--- src/rtl/alu_seq_if.sv ---
// Bundle of the command, ALU, response and debug signals of alu_seq.
// slave: the sequencer itself; master: whatever drives commands and
// hosts the combinational ALU.
interface alu_seq_if #(
  parameter int BW = 16
);
  // command channel
  logic          cmd_valid;
  logic          cmd_ready;
  logic [3:0]    cmd_opcode;
  logic [1:0]    cmd_ra;
  logic [1:0]    cmd_rb;
  logic [1:0]    cmd_rd;
  logic          cmd_use_imm;
  logic [BW-1:0] cmd_imm;
  // external combinational ALU
  logic [BW-1:0] alu_a;
  logic [BW-1:0] alu_b;
  logic [3:0]    alu_op;
  logic [BW-1:0] alu_out;
  logic [2:0]    alu_flags;
  // response channel
  logic          rsp_valid;
  logic          rsp_ready;
  logic [BW-1:0] rsp_data;
  logic [2:0]    rsp_flags;
  logic [1:0]    rsp_rd;
  // status, counters and debug read port
  logic [2:0]    status;
  logic          clr_status;
  logic [15:0]   op_count;
  logic [1:0]    dbg_addr;
  logic [BW-1:0] dbg_data;

  modport slave (
    input  cmd_valid, cmd_opcode, cmd_ra, cmd_rb, cmd_rd, cmd_use_imm, cmd_imm,
    output cmd_ready,
    output alu_a, alu_b, alu_op,
    input  alu_out, alu_flags,
    output rsp_valid, rsp_data, rsp_flags, rsp_rd,
    input  rsp_ready,
    output status, op_count, dbg_data,
    input  clr_status, dbg_addr
  );

  modport master (
    output cmd_valid, cmd_opcode, cmd_ra, cmd_rb, cmd_rd, cmd_use_imm, cmd_imm,
    input  cmd_ready,
    input  alu_a, alu_b, alu_op,
    output alu_out, alu_flags,
    input  rsp_valid, rsp_data, rsp_flags, rsp_rd,
    output rsp_ready,
    input  status, op_count, dbg_data,
    output clr_status, dbg_addr
  );
endinterface

--- src/rtl/alu_seq.sv ---
// Sequencer around an external combinational ALU: a 4-entry register file
// feeds operands, the result is written back and offered as a response.
// One command in flight at a time: IDLE -> EXEC -> RESP -> IDLE.
module alu_seq #(
  parameter int BW   = 16,
  parameter int NREG = 4
) (
  input logic       clk,
  input logic       rst_n,
  alu_seq_if.slave  bus
);

  typedef enum logic [1:0] {
    S_IDLE = 2'd0,
    S_EXEC = 2'd1,
    S_RESP = 2'd2
  } state_t;

  state_t        state_q, state_d;
  logic [BW-1:0] regs_q [NREG];
  logic [BW-1:0] regs_d [NREG];
  logic [BW-1:0] alu_a_q, alu_a_d;
  logic [BW-1:0] alu_b_q, alu_b_d;
  logic [3:0]    alu_op_q, alu_op_d;
  logic [1:0]    rd_q, rd_d;
  logic [BW-1:0] rsp_data_q, rsp_data_d;
  logic [2:0]    rsp_flags_q, rsp_flags_d;
  logic [2:0]    status_q, status_d;
  logic [15:0]   op_count_q, op_count_d;

  logic cmd_ready;
  logic rsp_valid;
  logic exec_en;
  logic accept;

  // FSM state register
  always_ff @(posedge clk or negedge rst_n) begin
    if (!rst_n) state_q <= S_IDLE;
    else        state_q <= state_d;
  end

  // FSM next state: EXEC always lasts one cycle, RESP waits for the consumer
  always_comb begin
    state_d = state_q;
    case (state_q)
      S_IDLE:  if (bus.cmd_valid) state_d = S_EXEC;
      S_EXEC:  state_d = S_RESP;
      S_RESP:  if (bus.rsp_ready) state_d = S_IDLE;
      default: state_d = S_IDLE;
    endcase
  end

  // FSM outputs: commands only accepted in IDLE, response only offered in RESP
  always_comb begin
    cmd_ready = 1'b0;
    rsp_valid = 1'b0;
    exec_en   = 1'b0;
    case (state_q)
      S_IDLE:  cmd_ready = 1'b1;
      S_EXEC:  exec_en   = 1'b1;
      S_RESP:  rsp_valid = 1'b1;
      default: ;
    endcase
  end

  assign accept = cmd_ready && bus.cmd_valid;

  // Datapath next values: operand snapshot on accept, result capture in EXEC
  always_comb begin
    alu_a_d     = alu_a_q;
    alu_b_d     = alu_b_q;
    alu_op_d    = alu_op_q;
    rd_d        = rd_q;
    rsp_data_d  = rsp_data_q;
    rsp_flags_d = rsp_flags_q;
    status_d    = bus.clr_status ? 3'b000 : status_q;
    op_count_d  = op_count_q;
    for (int i = 0; i < NREG; i++) begin
      regs_d[i] = regs_q[i];
    end
    if (accept) begin
      alu_a_d  = regs_q[bus.cmd_ra];
      alu_b_d  = bus.cmd_use_imm ? bus.cmd_imm : regs_q[bus.cmd_rb];
      alu_op_d = bus.cmd_opcode;
      rd_d     = bus.cmd_rd;
    end
    if (exec_en) begin
      rsp_data_d  = bus.alu_out;
      rsp_flags_d = bus.alu_flags;
      // clear is applied first so fresh flags survive a simultaneous clear
      status_d    = status_d | bus.alu_flags;
      op_count_d  = op_count_q + 16'd1;
      for (int i = 0; i < NREG; i++) begin
        if (rd_q == 2'(i)) regs_d[i] = bus.alu_out;
      end
    end
  end

  // Datapath registers, all cleared by reset so an aborted op leaves no trace
  always_ff @(posedge clk or negedge rst_n) begin
    if (!rst_n) begin
      alu_a_q     <= '0;
      alu_b_q     <= '0;
      alu_op_q    <= '0;
      rd_q        <= '0;
      rsp_data_q  <= '0;
      rsp_flags_q <= '0;
      status_q    <= '0;
      op_count_q  <= '0;
      for (int i = 0; i < NREG; i++) begin
        regs_q[i] <= '0;
      end
    end else begin
      alu_a_q     <= alu_a_d;
      alu_b_q     <= alu_b_d;
      alu_op_q    <= alu_op_d;
      rd_q        <= rd_d;
      rsp_data_q  <= rsp_data_d;
      rsp_flags_q <= rsp_flags_d;
      status_q    <= status_d;
      op_count_q  <= op_count_d;
      for (int i = 0; i < NREG; i++) begin
        regs_q[i] <= regs_d[i];
      end
    end
  end

  // Output wiring; rd is held from acceptance so it doubles as rsp_rd
  assign bus.cmd_ready = cmd_ready;
  assign bus.rsp_valid = rsp_valid;
  assign bus.alu_a     = alu_a_q;
  assign bus.alu_b     = alu_b_q;
  assign bus.alu_op    = alu_op_q;
  assign bus.rsp_data  = rsp_data_q;
  assign bus.rsp_flags = rsp_flags_q;
  assign bus.rsp_rd    = rd_q;
  assign bus.status    = status_q;
  assign bus.op_count  = op_count_q;
  assign bus.dbg_data  = regs_q[bus.dbg_addr];

endmodule
--- src/flat_wrapper.sv ---
// flat-port wrapper written by rule: the top's interface ports become plain ports
module alu_seq_flat 
#(
  parameter int BW   = 16,
  parameter int NREG = 4
)
  (clk, rst_n, bus_cmd_valid, bus_cmd_opcode, bus_cmd_ra, bus_cmd_rb, bus_cmd_rd, bus_cmd_use_imm, bus_cmd_imm, bus_cmd_ready, bus_alu_a, bus_alu_b, bus_alu_op, bus_alu_out, bus_alu_flags, bus_rsp_valid, bus_rsp_data, bus_rsp_flags, bus_rsp_rd, bus_rsp_ready, bus_status, bus_op_count, bus_dbg_data, bus_clr_status, bus_dbg_addr);
  alu_seq_if #(.BW(BW)) bus_i ();
  input logic clk;
  input logic rst_n;
  input wire logic [$bits(bus_i.cmd_valid)-1:0] bus_cmd_valid;
  input wire logic [$bits(bus_i.cmd_opcode)-1:0] bus_cmd_opcode;
  input wire logic [$bits(bus_i.cmd_ra)-1:0] bus_cmd_ra;
  input wire logic [$bits(bus_i.cmd_rb)-1:0] bus_cmd_rb;
  input wire logic [$bits(bus_i.cmd_rd)-1:0] bus_cmd_rd;
  input wire logic [$bits(bus_i.cmd_use_imm)-1:0] bus_cmd_use_imm;
  input wire logic [$bits(bus_i.cmd_imm)-1:0] bus_cmd_imm;
  output wire logic [$bits(bus_i.cmd_ready)-1:0] bus_cmd_ready;
  output wire logic [$bits(bus_i.alu_a)-1:0] bus_alu_a;
  output wire logic [$bits(bus_i.alu_b)-1:0] bus_alu_b;
  output wire logic [$bits(bus_i.alu_op)-1:0] bus_alu_op;
  input wire logic [$bits(bus_i.alu_out)-1:0] bus_alu_out;
  input wire logic [$bits(bus_i.alu_flags)-1:0] bus_alu_flags;
  output wire logic [$bits(bus_i.rsp_valid)-1:0] bus_rsp_valid;
  output wire logic [$bits(bus_i.rsp_data)-1:0] bus_rsp_data;
  output wire logic [$bits(bus_i.rsp_flags)-1:0] bus_rsp_flags;
  output wire logic [$bits(bus_i.rsp_rd)-1:0] bus_rsp_rd;
  input wire logic [$bits(bus_i.rsp_ready)-1:0] bus_rsp_ready;
  output wire logic [$bits(bus_i.status)-1:0] bus_status;
  output wire logic [$bits(bus_i.op_count)-1:0] bus_op_count;
  output wire logic [$bits(bus_i.dbg_data)-1:0] bus_dbg_data;
  input wire logic [$bits(bus_i.clr_status)-1:0] bus_clr_status;
  input wire logic [$bits(bus_i.dbg_addr)-1:0] bus_dbg_addr;
  assign bus_i.cmd_valid = bus_cmd_valid;
  assign bus_i.cmd_opcode = bus_cmd_opcode;
  assign bus_i.cmd_ra = bus_cmd_ra;
  assign bus_i.cmd_rb = bus_cmd_rb;
  assign bus_i.cmd_rd = bus_cmd_rd;
  assign bus_i.cmd_use_imm = bus_cmd_use_imm;
  assign bus_i.cmd_imm = bus_cmd_imm;
  assign bus_cmd_ready = bus_i.cmd_ready;
  assign bus_alu_a = bus_i.alu_a;
  assign bus_alu_b = bus_i.alu_b;
  assign bus_alu_op = bus_i.alu_op;
  assign bus_i.alu_out = bus_alu_out;
  assign bus_i.alu_flags = bus_alu_flags;
  assign bus_rsp_valid = bus_i.rsp_valid;
  assign bus_rsp_data = bus_i.rsp_data;
  assign bus_rsp_flags = bus_i.rsp_flags;
  assign bus_rsp_rd = bus_i.rsp_rd;
  assign bus_i.rsp_ready = bus_rsp_ready;
  assign bus_status = bus_i.status;
  assign bus_op_count = bus_i.op_count;
  assign bus_dbg_data = bus_i.dbg_data;
  assign bus_i.clr_status = bus_clr_status;
  assign bus_i.dbg_addr = bus_dbg_addr;
  alu_seq #(.BW(BW), .NREG(NREG)) u_core (.clk(clk), .rst_n(rst_n), .bus(bus_i));
endmodule
--- config.mk ---
export PLATFORM = sky130hd
export DESIGN_NAME = alu_seq_flat
export DESIGN_NICKNAME = d
export VERILOG_FILES = /design/src/rtl/alu_seq_if.sv /design/src/rtl/alu_seq.sv /design/src/flat_wrapper.sv
export SDC_FILE = /design/constraint.sdc
export NUM_CORES = 1
export LEC_CHECK = 0
export ABC_CLOCK_PERIOD_IN_PS = 2300
export CAP_MARGIN = 10
export CORE_ASPECT_RATIO = 0.9
export CORE_MARGIN = 2
export CORE_UTILIZATION = 51
export DETAILED_ROUTE_END_ITERATION = 8
export GPL_TIMING_DRIVEN = 0
export PLACE_DENSITY = 0.8
export SYNTH_ARGS = -nofsm -noshare
export SYNTH_HDL_FRONTEND = slang
export SYNTH_SLANG_ARGS = --single-unit
--- constraint.sdc ---
create_clock -name clk -period 2.3 [get_ports clk]
set_input_delay 0.345 -clock clk [delete_from_list [all_inputs] [get_ports clk]]
set_output_delay 0.345 -clock clk [all_outputs]
set_load 0.02 [all_outputs]
After elaboration in Yosys (flattened, before gate mapping)

Cells that the tools add are included.
W data, S select, Z words.

Register bits: 142
Latch bits: 0
Bits in writable memories: 0
Bits in read-only memories: 0
Input port bits: 53
Output and inout bits: 94
Word-level logic and storage cells: 54
Memories kept: 0

Add/subtract/negate cells: 1
Multipliers: 0
Div/mod/pow operators: 0
$lt $le $gt $ge: 3
Eq/ne operators: 7
Shifts and indexed selects: 0
Muxes and demuxes: 18
Bitwise logic cells: 4
Reduce and logical (&&, ||, !) cells: 8

Operators by type and width:

| cell                    | number |
|---|---|
| $mux W16                | 7 |
| $bmux W16 S2            | 3 |
| $add A16 B1 Y16 const B | 1 |
| $reduce_and A2 Y1       | 5 |
| $ge A3 B3 Y1 const B    | 3 |
| $not A2 Y3              | 3 |
| $eq A2 B2 Y1 const B    | 3 |
| $mux W3                 | 2 |
| $pmux W2 S3             | 1 |
| $eq A2 B1 Y1 const B    | 2 |
| $logic_not A2 Y1        | 2 |
| $mux W2                 | 2 |
| $ne A2 B2 Y1 const B    | 2 |
| $mux W1                 | 3 |
| $or A3 B3 Y3            | 1 |
| $logic_and A1 B1 Y1     | 1 |

Logic depth before layout (Yosys ltp)

Gate-level depths: netlist of the first run.

Depth after elaboration: 5
Gate-level depth with buffers: 6
Depth with buffers taken out: 5

Worst setup path before layout of the first run

No wires, ideal clock.

Path kind: input to output
From: input bus_dbg_addr[0]
To: output bus_dbg_data[10]
Arrival: 1.473 ns
Data required time: 1.955 ns
Slack: 0.482 ns
Cell stages on the path: 3
Buffers on the path: 2
Path through: buf_2 -> buf_2 -> mux4_2

Word-level cells in the longest chain between the ends: 4

Ends and longest elaborated chain:

| element                                      | RTL line           | text |
|---|---|---|
| from (decl)                                  | flat_wrapper.sv:33 | `input wire logic [$bits(bus_i.dbg_addr)-1:0] bus_dbg_addr;` |
| $not A2 Y3 (not written as such)             | alu_seq.sv:139     | `assign bus.dbg_data = regs_q[bus.dbg_addr];` |
| $bmux W16 S2                                 | alu_seq.sv:139     |  |
| $mux W16 (not written as such) (2 in series) | alu_seq.sv:139     |  |
| to (decl)                                    | flat_wrapper.sv:31 | `output wire logic [$bits(bus_i.dbg_data)-1:0] bus_dbg_data;` |

No other way between the ends. The select of a mux whose other input is x is not followed.

Final worst setup path of the first run

From: register u_core.regs_q[6] in the netlist's numbering
To: output bus_dbg_data[6]

Word-level cells in the longest chain between the ends: 3

Ends and longest elaborated chain:

| element                                      | RTL line       | text |
|---|---|---|
| from (decl)                                  | alu_seq.sv:20  | `logic [BW-1:0] regs_q [NREG];` |
| from (signal, indexed assignment)            | alu_seq.sv:123 | `regs_q[i] <= regs_d[i];` |
| $bmux W16 S2                                 | alu_seq.sv:139 |  |
| $mux W16 (not written as such) (2 in series) | alu_seq.sv:139 |  |

No other way between the ends. The select of a mux whose other input is x is not followed.

==> metrics, run 1 <==
outcome completed; Seq/Total Area, Yosys between 50% and 60%; initial cell density of the core 52.8%; DRC 0; warnings from Yosys 0; setup TNS 0 ns; Placed Instances 774; Primary FF master, synth dfrtp_1; HPWL Detailed 11.9 mm; Setup WS post-layout around 0.057 ns; final wirelength 17.1 mm; root buf cell clkbuf_16; PortBufs ~140; final instance area 8950 µm²; # diodes 0; share of the synthesized area in the top cell type 52.7%; clock sink count around 140; initial antenna violation count 0; worst hold path type in -> async; worst reg2reg setup slack a little over 0.4 ns; CP Data Arrival Time 1.90 ns; DR vias/cell about 5.7; GPL Wtd Cong 0.808; Layout Nets 684; pin count of the biggest net entering global routing 101; top-count cell post-synth dfrtp_1; required time of the worst setup path ~2.0 ns; H-tree depth 4; Hold Slack 0.405 ns; Syn Nets 524; Crit Path Max Fanout 4; row cnt 39; Reg clk slew, reported paths 0.06 ns; Final ANT Viol Nets 0; CTS tree built; Area growth syn-to-layout 32.7%; PwrDens 1430 nW/µm²; Final period util 97.5%; Pleak between 3 and 4 nW; Max-Cap Viols 0; Tmin final between 2 and 2.5 ns; Die ar. around 14000 µm²; Final Util 70.0%; CP startpoint kind register; GRT overflow 0; Peak VDD IR 0.943 mV; worst skew pair latency 0.42 ns; Fin Clk Skew 0.0105 ns; first-pass GRT wire length 26.7 mm; Mapped Area 6750 µm²; vias in the first global route 4862; GR Util All Layers 25.2%; Relative slew margins 50.2%; 1st-pass router iterations 4; layout cells sized above 1 28.3%; fin. max-slew vios 0; mean area per synthesized cell 14.4 µm²; Core ar. 12800 µm²; FFs w/ async S/R, synth 100%; #FFs+latches synth 142; RSZ-0062 raised after global routing no; Worst-Margin Slew 0.747 ns; Longest Clk Path Bufs 2; Total Power 12.8 mW; synth cell count leaders 142 x dfrtp_1, 67 x mux2_2, 66 x nand2_1, 48 x mux4_2, 19 x nor2_1; Routed wire per std cell roughly 21 µm; IO Pins 147; Mapped Cells 470; ranking of synthesized cells by area dfrtp_1 53%, mux4_2 16%, mux2_2 11%; Die Y approximately 110 µm; crit path kind reg -> out; final setup fails 0; DR vias ~4600; Post-DP Area 8370 µm²; endpoints failing hold 0; total CTS buffers 17; EDFF count, synth 0; Die Width 125 µm; Synth area leader dfrtp_1; FMAX 0.446 GHz; critical path endpoint category primary output; synth unique cells 37; worst slack, placed -0.361 ns; Finished Layout Cells 807; initial DRC count 289
[metal layers]
metal  global-route usage [%]  vias up  wire [µm]
met3                     7.00       20       1060
met1                     32.5     2370       7070
met4                     8.67        0        250
met2                     41.7      168       8740
met5                        0        -          0
li1                         -     2018          -
[worst paths after layout]
kind                                                      from                                   to  cells after the start
min in group clk                               bus_cmd_use_imm      u_core.bus.alu_b[3]$_DFFE_PN0P_                      3
min                                                      rst_n     u_core.bus.alu_a[10]$_DFFE_PN0P_                      2
max reg2reg                      u_core.state_q[1]$_DFFE_PN0P_        u_core.regs_q[54]$_DFFE_PN0P_                      5
max                               u_core.regs_q[6]$_DFFE_PN0P_                      bus_dbg_data[6]                      2
min reg2reg                u_core.bus.rsp_data[10]$_DFFE_PN0P_  u_core.bus.rsp_data[10]$_DFFE_PN0P_                      2
max in group asynchronous                                rst_n      u_core.bus.alu_b[2]$_DFFE_PN0P_                      3
[flip-flops by register name, summed over array words and instances (netlist names)]
register / flops
u_core.bus.alu_a: 16
u_core.bus.rsp_rd: 2
u_core.bus.op_count: 16
u_core.regs_q: 64
u_core.state_q: 2
u_core.bus.alu_b: 16
u_core.bus.alu_op: 4
u_core.bus.rsp_data: 16
u_core.bus.rsp_flags: 3
u_core.bus.status: 3
[layout make-up]
cell class,count,area (µm²)
fill,862,3830
sequential,142,3550
multi-input combinational,294,3000
timing repair buffer,141,1430
clock buffer,26,499
tap,164,205
buffer,30,195
clock inverter,6,57.6
inverter,4,15.0
[repair_timing]
action / CTS / global route
endpoints found under the hold margin: 42 / 0
hold buffers: 1 / 0
endpoints found under the setup margin: 10 / 0
resized for setup: 7 / 0
buffers inserted: 0 / 0
[kinds of logic after synthesis]
family	Yosys count	share of synthesized area [%]
xor gates and xnor gates	15	1.95
AOI/OAI and AO/OA	20	1.48
and+or+nand+nor	108	7.49
adders and majority gates	1	0.185
muxes	150	33.3
DFF	142	52.7
buffers and inverters	34	2.91
[critical path, stage by stage, from the launching register on]
cell             delay [ns]
dfrtp_1                0.42
mux4_2                 0.51
clkdlybuf4s50_1        0.56
[placed cells by master (no fill, tap or decap), types with 5 or more instances in the layout]
cell               n
nand2_1           66
xnor2_1           11
a21oi_1           16
nor2_1            19
mux2_4            10
mux2i_1           16
buf_6              5
buf_2             10
mux2_2            67
mux2_1             9
mux4_2            48
clkbuf_1          12
buf_4              5
clkbuf_16         17
dfrtp_1          142
clkdlybuf4s50_1  137
[where the power goes]
group | internal (mW) | switching (mW)
combinational | 3.05 | 2.50
clock | 1.59 | 0.997
sequential | 3.65 | 0.964
total | 8.30 | 4.47
(Power assumes the default switching activity.)
==> run 2, diff against run 1 <==
Settings changed: SLEW_MARGIN from default to 15.
==> run 2 against run 1 <==
Flip-flop and latch count unchanged. Cell area up 0.24%. Maximum frequency down 0.69%. Critical path type unchanged. Critical path depth unchanged. Sequential power about the same. Non-clock buffer count unchanged. Core utilization up 0.17 points. Count of clock-buffer cells in the layout down 1. Largest power group unchanged. Largest cell class unchanged. Register-to-register slack better by 0.02 ns. Clock power up 2%.
==> metrics, run 2 (same netlist as run 1, synthesis figures left out) <==
initial cell density of the core 52.8% (unchanged); CP Buf/Inv Count 1 (unchanged); layout cells sized above 1 28.3% (unchanged); Area growth syn-to-layout 33.0% (was 32.7%); worst reg2reg setup slack 0.43 ns (was 0.41 ns); most common cell after layout, fill and taps aside dfrtp_1 (unchanged); required time of the worst setup path 1.96 ns (about the same); Pleak 3.83 nW (was 3.82 nW); Cell Int Power 8.38 mW (was 8.30 mW); first-pass GRT wire length 27.0 mm (was 26.7 mm); CP Data Arrival Time 1.91 ns (was 1.90 ns); clock sink count 142 (unchanged); RSZ-0062 raised after global routing no (unchanged); # diodes 0 (unchanged); Setup WS post-layout 0.0409 ns (was 0.0566 ns); FMAX 0.443 GHz (was 0.446 GHz); Flop pwr share 36.0% (was 36.2%); GRT overflow 0 (unchanged); Max-Cap Viols 0 (unchanged); Tmin final 2.26 ns (was 2.24 ns); switching share of power 34.7% (was 35.0%); clock share of power 20.7% (was 20.3%); Final ANT Viol Nets 0 (unchanged); initial antenna violation count 0 (unchanged); IO Pins 147 (unchanged); fin. max-slew vios 0 (unchanged); Largest Register u_core.regs_q (unchanged); worst slack, placed -0.349 ns (was -0.361 ns); Longest Clk Path Bufs 2 (unchanged); CTS tree built (unchanged); DRC 0 (unchanged); CP top delay family buffers and inverters (unchanged); critical path endpoint category primary output (unchanged); Die Y 113 µm (unchanged); HPWL Detailed 11.9 mm (about the same); Die ar. 14200 µm² (unchanged); 1st-pass router iterations 4 (unchanged); DR vias 4598 (was 4576); Final Util 70.2% (was 70.0%); total CTS buffers 17 (unchanged); Crit Path Max Fanout 4 (unchanged); outcome completed (unchanged); PwrDens 1430 nW/µm² (about the same); GR Util All Layers 25.4% (was 25.2%); CP max stage delay 0.56 ns (about the same); cells along the critical path mux4_2, clkdlybuf4s50_1 (unchanged); pin count of the biggest net entering global routing 107 (was 101); Comb power frac 43.4% (was 43.5%); Fin Clk Skew 0.0286 ns (was 0.0105 ns); commonest non-fill, non-tap cells in the layout 142 x dfrtp_1, 137 x clkdlybuf4s50_1, 67 x mux2_2, 66 x nand2_1, 48 x mux4_2 (unchanged); Worst-Margin Slew 0.703 ns (was 0.747 ns); Peak VDD IR 1.00 mV (was 0.943 mV); endpoints failing hold 0 (unchanged); CP max-delay cell clkdlybuf4s50_1 (unchanged); Reg clk slew, reported paths 0.06 ns (about the same); vias in the first global route 4871 (was 4862); crit path kind reg -> out (unchanged); root buf cell clkbuf_16 (unchanged); worst skew pair latency 0.43 ns (was 0.42 ns); GPL Wtd Cong 0.808 (unchanged); Layout Nets 684 (unchanged); DR vias/cell 5.70 (was 5.67); final wirelength 17.0 mm (was 17.1 mm); CP startpoint kind register (unchanged); row cnt 39 (unchanged); max reg flops 64 (unchanged); final setup fails 0 (unchanged); Die Width 125 µm (unchanged); initial DRC count 217 (was 289); worst hold path type in -> async (unchanged); Final period util 98.2% (was 97.5%); Routed wire per std cell 21.0 µm (was 21.2 µm); H-tree depth 4 (unchanged); switching power 4.45 mW (was 4.47 mW); Core ar. 12800 µm² (unchanged); PortBufs 139 (unchanged); Relative slew margins 53.1% (was 50.2%)
[run 2: path summary, 6_finish.rpt]
path / from / end / cells after the start
min in group clk: bus_cmd_use_imm / u_core.bus.alu_b[3]$_DFFE_PN0P_ / 3
worst max-delay path: u_core.regs_q[22]$_DFFE_PN0P_ / bus_dbg_data[6] / 2
worst min-delay path: rst_n / u_core.regs_q[46]$_DFFE_PN0P_ / 2
worst max register to register: u_core.state_q[1]$_DFFE_PN0P_ / u_core.regs_q[55]$_DFFE_PN0P_ / 5
max in group asynchronous: rst_n / u_core.bus.alu_b[4]$_DFFE_PN0P_ / 3
worst min register to register: u_core.bus.rsp_data[10]$_DFFE_PN0P_ / u_core.bus.rsp_data[10]$_DFFE_PN0P_ / 2
[run 2: layout make-up]
type	count	area [µm²]
Clock buffer	25	485
Sequential cell	142	3550
Timing Repair Buffer	141	1430
Buffer	30	199
Tap cell	164	205
Multi-Input combinational cell	294	3000
Inverter	4	15.0
Fill cell	882	3810
Clock inverter	7	85.1
[run 2: what timing repair did]
| item | 4_1_cts | 5_1_grt |
|---|---|---|
| setup endpoints to repair | 10 | 8 |
| hold buffers | 1 | 0 |
| gates resized for setup | 7 | 1 |
| endpoints found under the hold margin | 36 | 0 |
| buffers inserted | 0 | 0 |
[run 2: metal layers]
metal	track usage [%]	wire length, µm	up-vias
met2	42.3	8770	165
li1	-	-	2020
met3	5.20	985	20
met1	33.3	6920	2393
met5	0	0	-
met4	9.78	314	0
[run 2: stage by stage]
step	area, µm²	total power [mW]	std cells	TNS (ns)	hold slack (ns)
after floorplan	6750	7.76	470	0	0.0494
after global placement	8340	9.91	773	-663.40	0.457
after detailed placement	8380	10.2	774	-3.18	0.237
after CTS	8970	12.9	807	0	0.381
after global routing	8970	13.4	807	0	0.408
final	8970	12.8	807	0	0.380
[run 2: power by group through the flow]
stage	Sequential [mW]	Combinational (mW)	Clock [mW]
after floorplan	5.06	2.70	0
after global placement	4.49	5.42	0
after detailed placement	4.61	5.58	0
after CTS	4.60	5.61	2.69
after global routing	4.77	5.88	2.80
final	4.61	5.56	2.65
==> run 3, diff against run 2 <==
Settings changed: ABC_CLOCK_PERIOD_IN_PS 2300 to 2600, CORE_UTILIZATION 51 to 55, PLACE_DENSITY 0.8 to 0.86.
Clock period 2.3 ns to 2.6 ns, I/O delays scaled along.
==> run 3 against run 2 <==
Cell area shrank 0.50%. Via count is 0.94% higher. Sequential power fell by 11%. First-iteration DRC count increased by 18%. Total power down 12%. Global-route usage is 2.0 points higher. Critical path type is now in -> out. Wire length grew 0.14%. Critical endpoint is now bus_dbg_data[14]. Largest power group unchanged. Core utilization is 4.0 points higher. Setup slack improved by 0.030 ns. Critical path depth rose by 2. Combinational power decreased by 12%.
==> metrics, run 3 (same netlist as run 1, synthesis figures left out) <==
Layout fillers 803 (was 882); HPWL Detailed 12.0 mm (was 11.9 mm); root buf cell clkbuf_16 (unchanged); vias in the first global route 4837 (was 4871); final wirelength 17.0 mm (about the same); pin count of the biggest net entering global routing 80 (was 107); Peak VDD IR 0.721 mV (was 1.00 mV); crit path kind in -> out (was reg -> out); H-tree depth 4 (unchanged); Crit Path Max Fanout 10 (was 4); DR vias/cell 5.79 (was 5.70); max reg flops 64 (unchanged); outcome completed (unchanged); Post-CTS Setup Inserts 0 (unchanged); final instance area 8930 µm² (was 8970 µm²); PortBufs 139 (unchanged); worst reg2reg setup slack 0.68 ns (was 0.43 ns); Final ANT Viol Nets 0 (unchanged); Largest Register u_core.regs_q (unchanged); Layout Nets 684 (unchanged); fin. max-slew vios 0 (unchanged); GRT overflow 0 (unchanged); Die Width 121 µm (was 125 µm); DR vias 4641 (was 4598); critical path endpoint category primary output (unchanged); Pleak 3.82 nW (was 3.83 nW); CP startpoint kind input pin (was register); worst skew pair latency 0.41 ns (was 0.43 ns); total CTS buffers 17 (unchanged); Setup WS post-layout 0.0710 ns (was 0.0409 ns); # diodes 0 (unchanged); row cnt 38 (was 39); clock sink count 142 (unchanged); Max-Cap Viols 0 (unchanged); Final period util 97.3%; layout cells sized above 1 28.3% (about the same); initial cell density of the core 56.1% (was 52.8%); Fin Clk Skew 0.0103 ns (was 0.0286 ns); IO Pins 147 (unchanged); Die Y 109 µm (was 113 µm); most common cell after layout, fill and taps aside dfrtp_1 (unchanged); required time of the worst setup path 2.21 ns (was 1.96 ns); worst hold path type reg -> reg (was in -> async); Area growth syn-to-layout 32.3% (was 33.0%); Post-DP Area 8370 µm² (was 8380 µm²); first-pass GRT wire length 26.5 mm (was 27.0 mm); met1 wire length 6.70 mm (was 6.92 mm); RSZ-0062 raised after global routing no (unchanged); DR top layer met4 (unchanged); Routed wire per std cell 21.2 µm (was 21.0 µm); Die ar. 13200 µm² (was 14200 µm²); CP Data Arrival Time 2.14 ns (was 1.91 ns); final setup fails 0 (unchanged); worst r2r dst u_core.regs_q[46]$_DFFE_PN0P_ (was u_core.regs_q[55]$_DFFE_PN0P_); Reg clk slew, reported paths 0.05 ns (was 0.06 ns); RR Startpoint u_core.state_q[1]$_DFFE_PN0P_ (unchanged); GR Util All Layers 27.4% (was 25.4%); endpoints failing hold 0 (unchanged); initial DRC count 255 (was 217); PwrDens 1260 nW/µm² (was 1430 nW/µm²); Relative slew margins 49.2% (was 53.1%); Longest Clk Path Bufs 2 (unchanged); Tmin final between 2 and 3 ns; DRC 0 (unchanged); Core ar. 12000 µm² (was 12800 µm²); multi-input gate area in the final layout 3000 µm² (unchanged); min-delay src u_core.bus.op_count[15]$_DFFE_PN0P_; DR WL met3 1.23 mm (was 985 µm); worst slack, placed -0.183 ns (was -0.349 ns); hold depth 1; CTS tree built (unchanged); Worst-Margin Slew 0.762 ns (was 0.703 ns); GPL Wtd Cong 0.782 (was 0.808); metal2 WL 8.74 mm (was 8.77 mm); commonest non-fill, non-tap cells in the layout 142 x dfrtp_1, 138 x clkdlybuf4s50_1, 67 x mux2_2, 66 x nand2_1, 48 x mux4_2 (was 142 x dfrtp_1, 137 x clkdlybuf4s50_1, 67 x mux2_2, 66 x nand2_1, 48 x mux4_2); 1st-pass router iterations 4 (unchanged); cells on worst reg2reg path 5 (unchanged); FMAX 0.395 GHz; Sequential Area 3550 µm² (unchanged); sink of the worst hold path u_core.bus.op_count[15]$_DFFE_PN0P_; initial antenna violation count 0 (unchanged)
## run 3: routing by layer
metal,global-route usage (%),vias up
met5,0,-
met4,12.1,0
met3,6.07,28
met2,45.0,186
met1,35.4,2396
li1,-,2031
## run 3: final cells by class
| class | instances | area share [%] |
|---|---|---|
| flip-flops and latches | 142 | 39.8 |
| multi-input cells | 294 | 33.6 |
| repair buffers | 141 | 16.1 |
| clock buffers | 23 | 5.35 |
| well taps | 160 | 2.24 |
| plain buffers | 30 | 2.07 |
| clock inverters | 8 | 0.729 |
| inverters | 4 | 0.168 |
## run 3: worst max path at each step
| stage | cells after the start | slack [ns] | to | startpoint |
|---|---|---|---|---|
| floorplan | 3 | 0.69 | bus_dbg_data[10] | bus_dbg_addr[0] |
| global placement | 1 | -4.36 | u_core.bus.rsp_data[1]$_DFFE_PN0P_ | rst_n |
| detailed placement | 4 | -0.18 | bus_dbg_data[14] | bus_dbg_addr[1] |
| CTS | 4 | 0.09 | bus_dbg_data[14] | bus_dbg_addr[1] |
| global route | 4 | 0.03 | bus_dbg_data[14] | bus_dbg_addr[1] |
| finish | 4 | 0.07 | bus_dbg_data[14] | bus_dbg_addr[1] |
## run 3: critical path, cell delays in order
cell and delay, ns:
clkbuf_1 0.36, clkbuf_2 0.43, mux4_2 0.40, clkdlybuf4s50_1 0.56
## run 3: metrics by stage
| stage | hold slack, ns | cells | util, % | setup TNS, ns | power (mW) |
|---|---|---|---|---|---|
| 4_1_cts | 0.478 | 802 | 74.2 | 0 | 11.3 |
| 5_1_grt | 0.491 | 802 | 74.2 | 0 | 11.8 |
| 6_report | 0.477 | 802 | 74.2 | 0 | 11.2 |
| 2_1_floorplan | 0.0944 | 470 | - | 0 | 6.86 |
| 3_3_place_gp | 0.457 | 769 | 69.3 | -618.30 | 8.75 |
| 3_5_place_dp | 0.366 | 770 | 69.6 | -1.61 | 9.02 |
## run 3: power breakdown
part,internal (mW),switching (mW)
clock,1.37,0.872
combinational,2.70,2.21
sequential,3.23,0.856
total,7.31,3.94
## run 3: what timing repair did
action | 4_1_cts | 5_1_grt
endpoints found under the hold margin | 63 | 0
hold buffers | 1 | 0
setup endpoints to repair | 10 | 0
gates resized for setup | 2 | 0
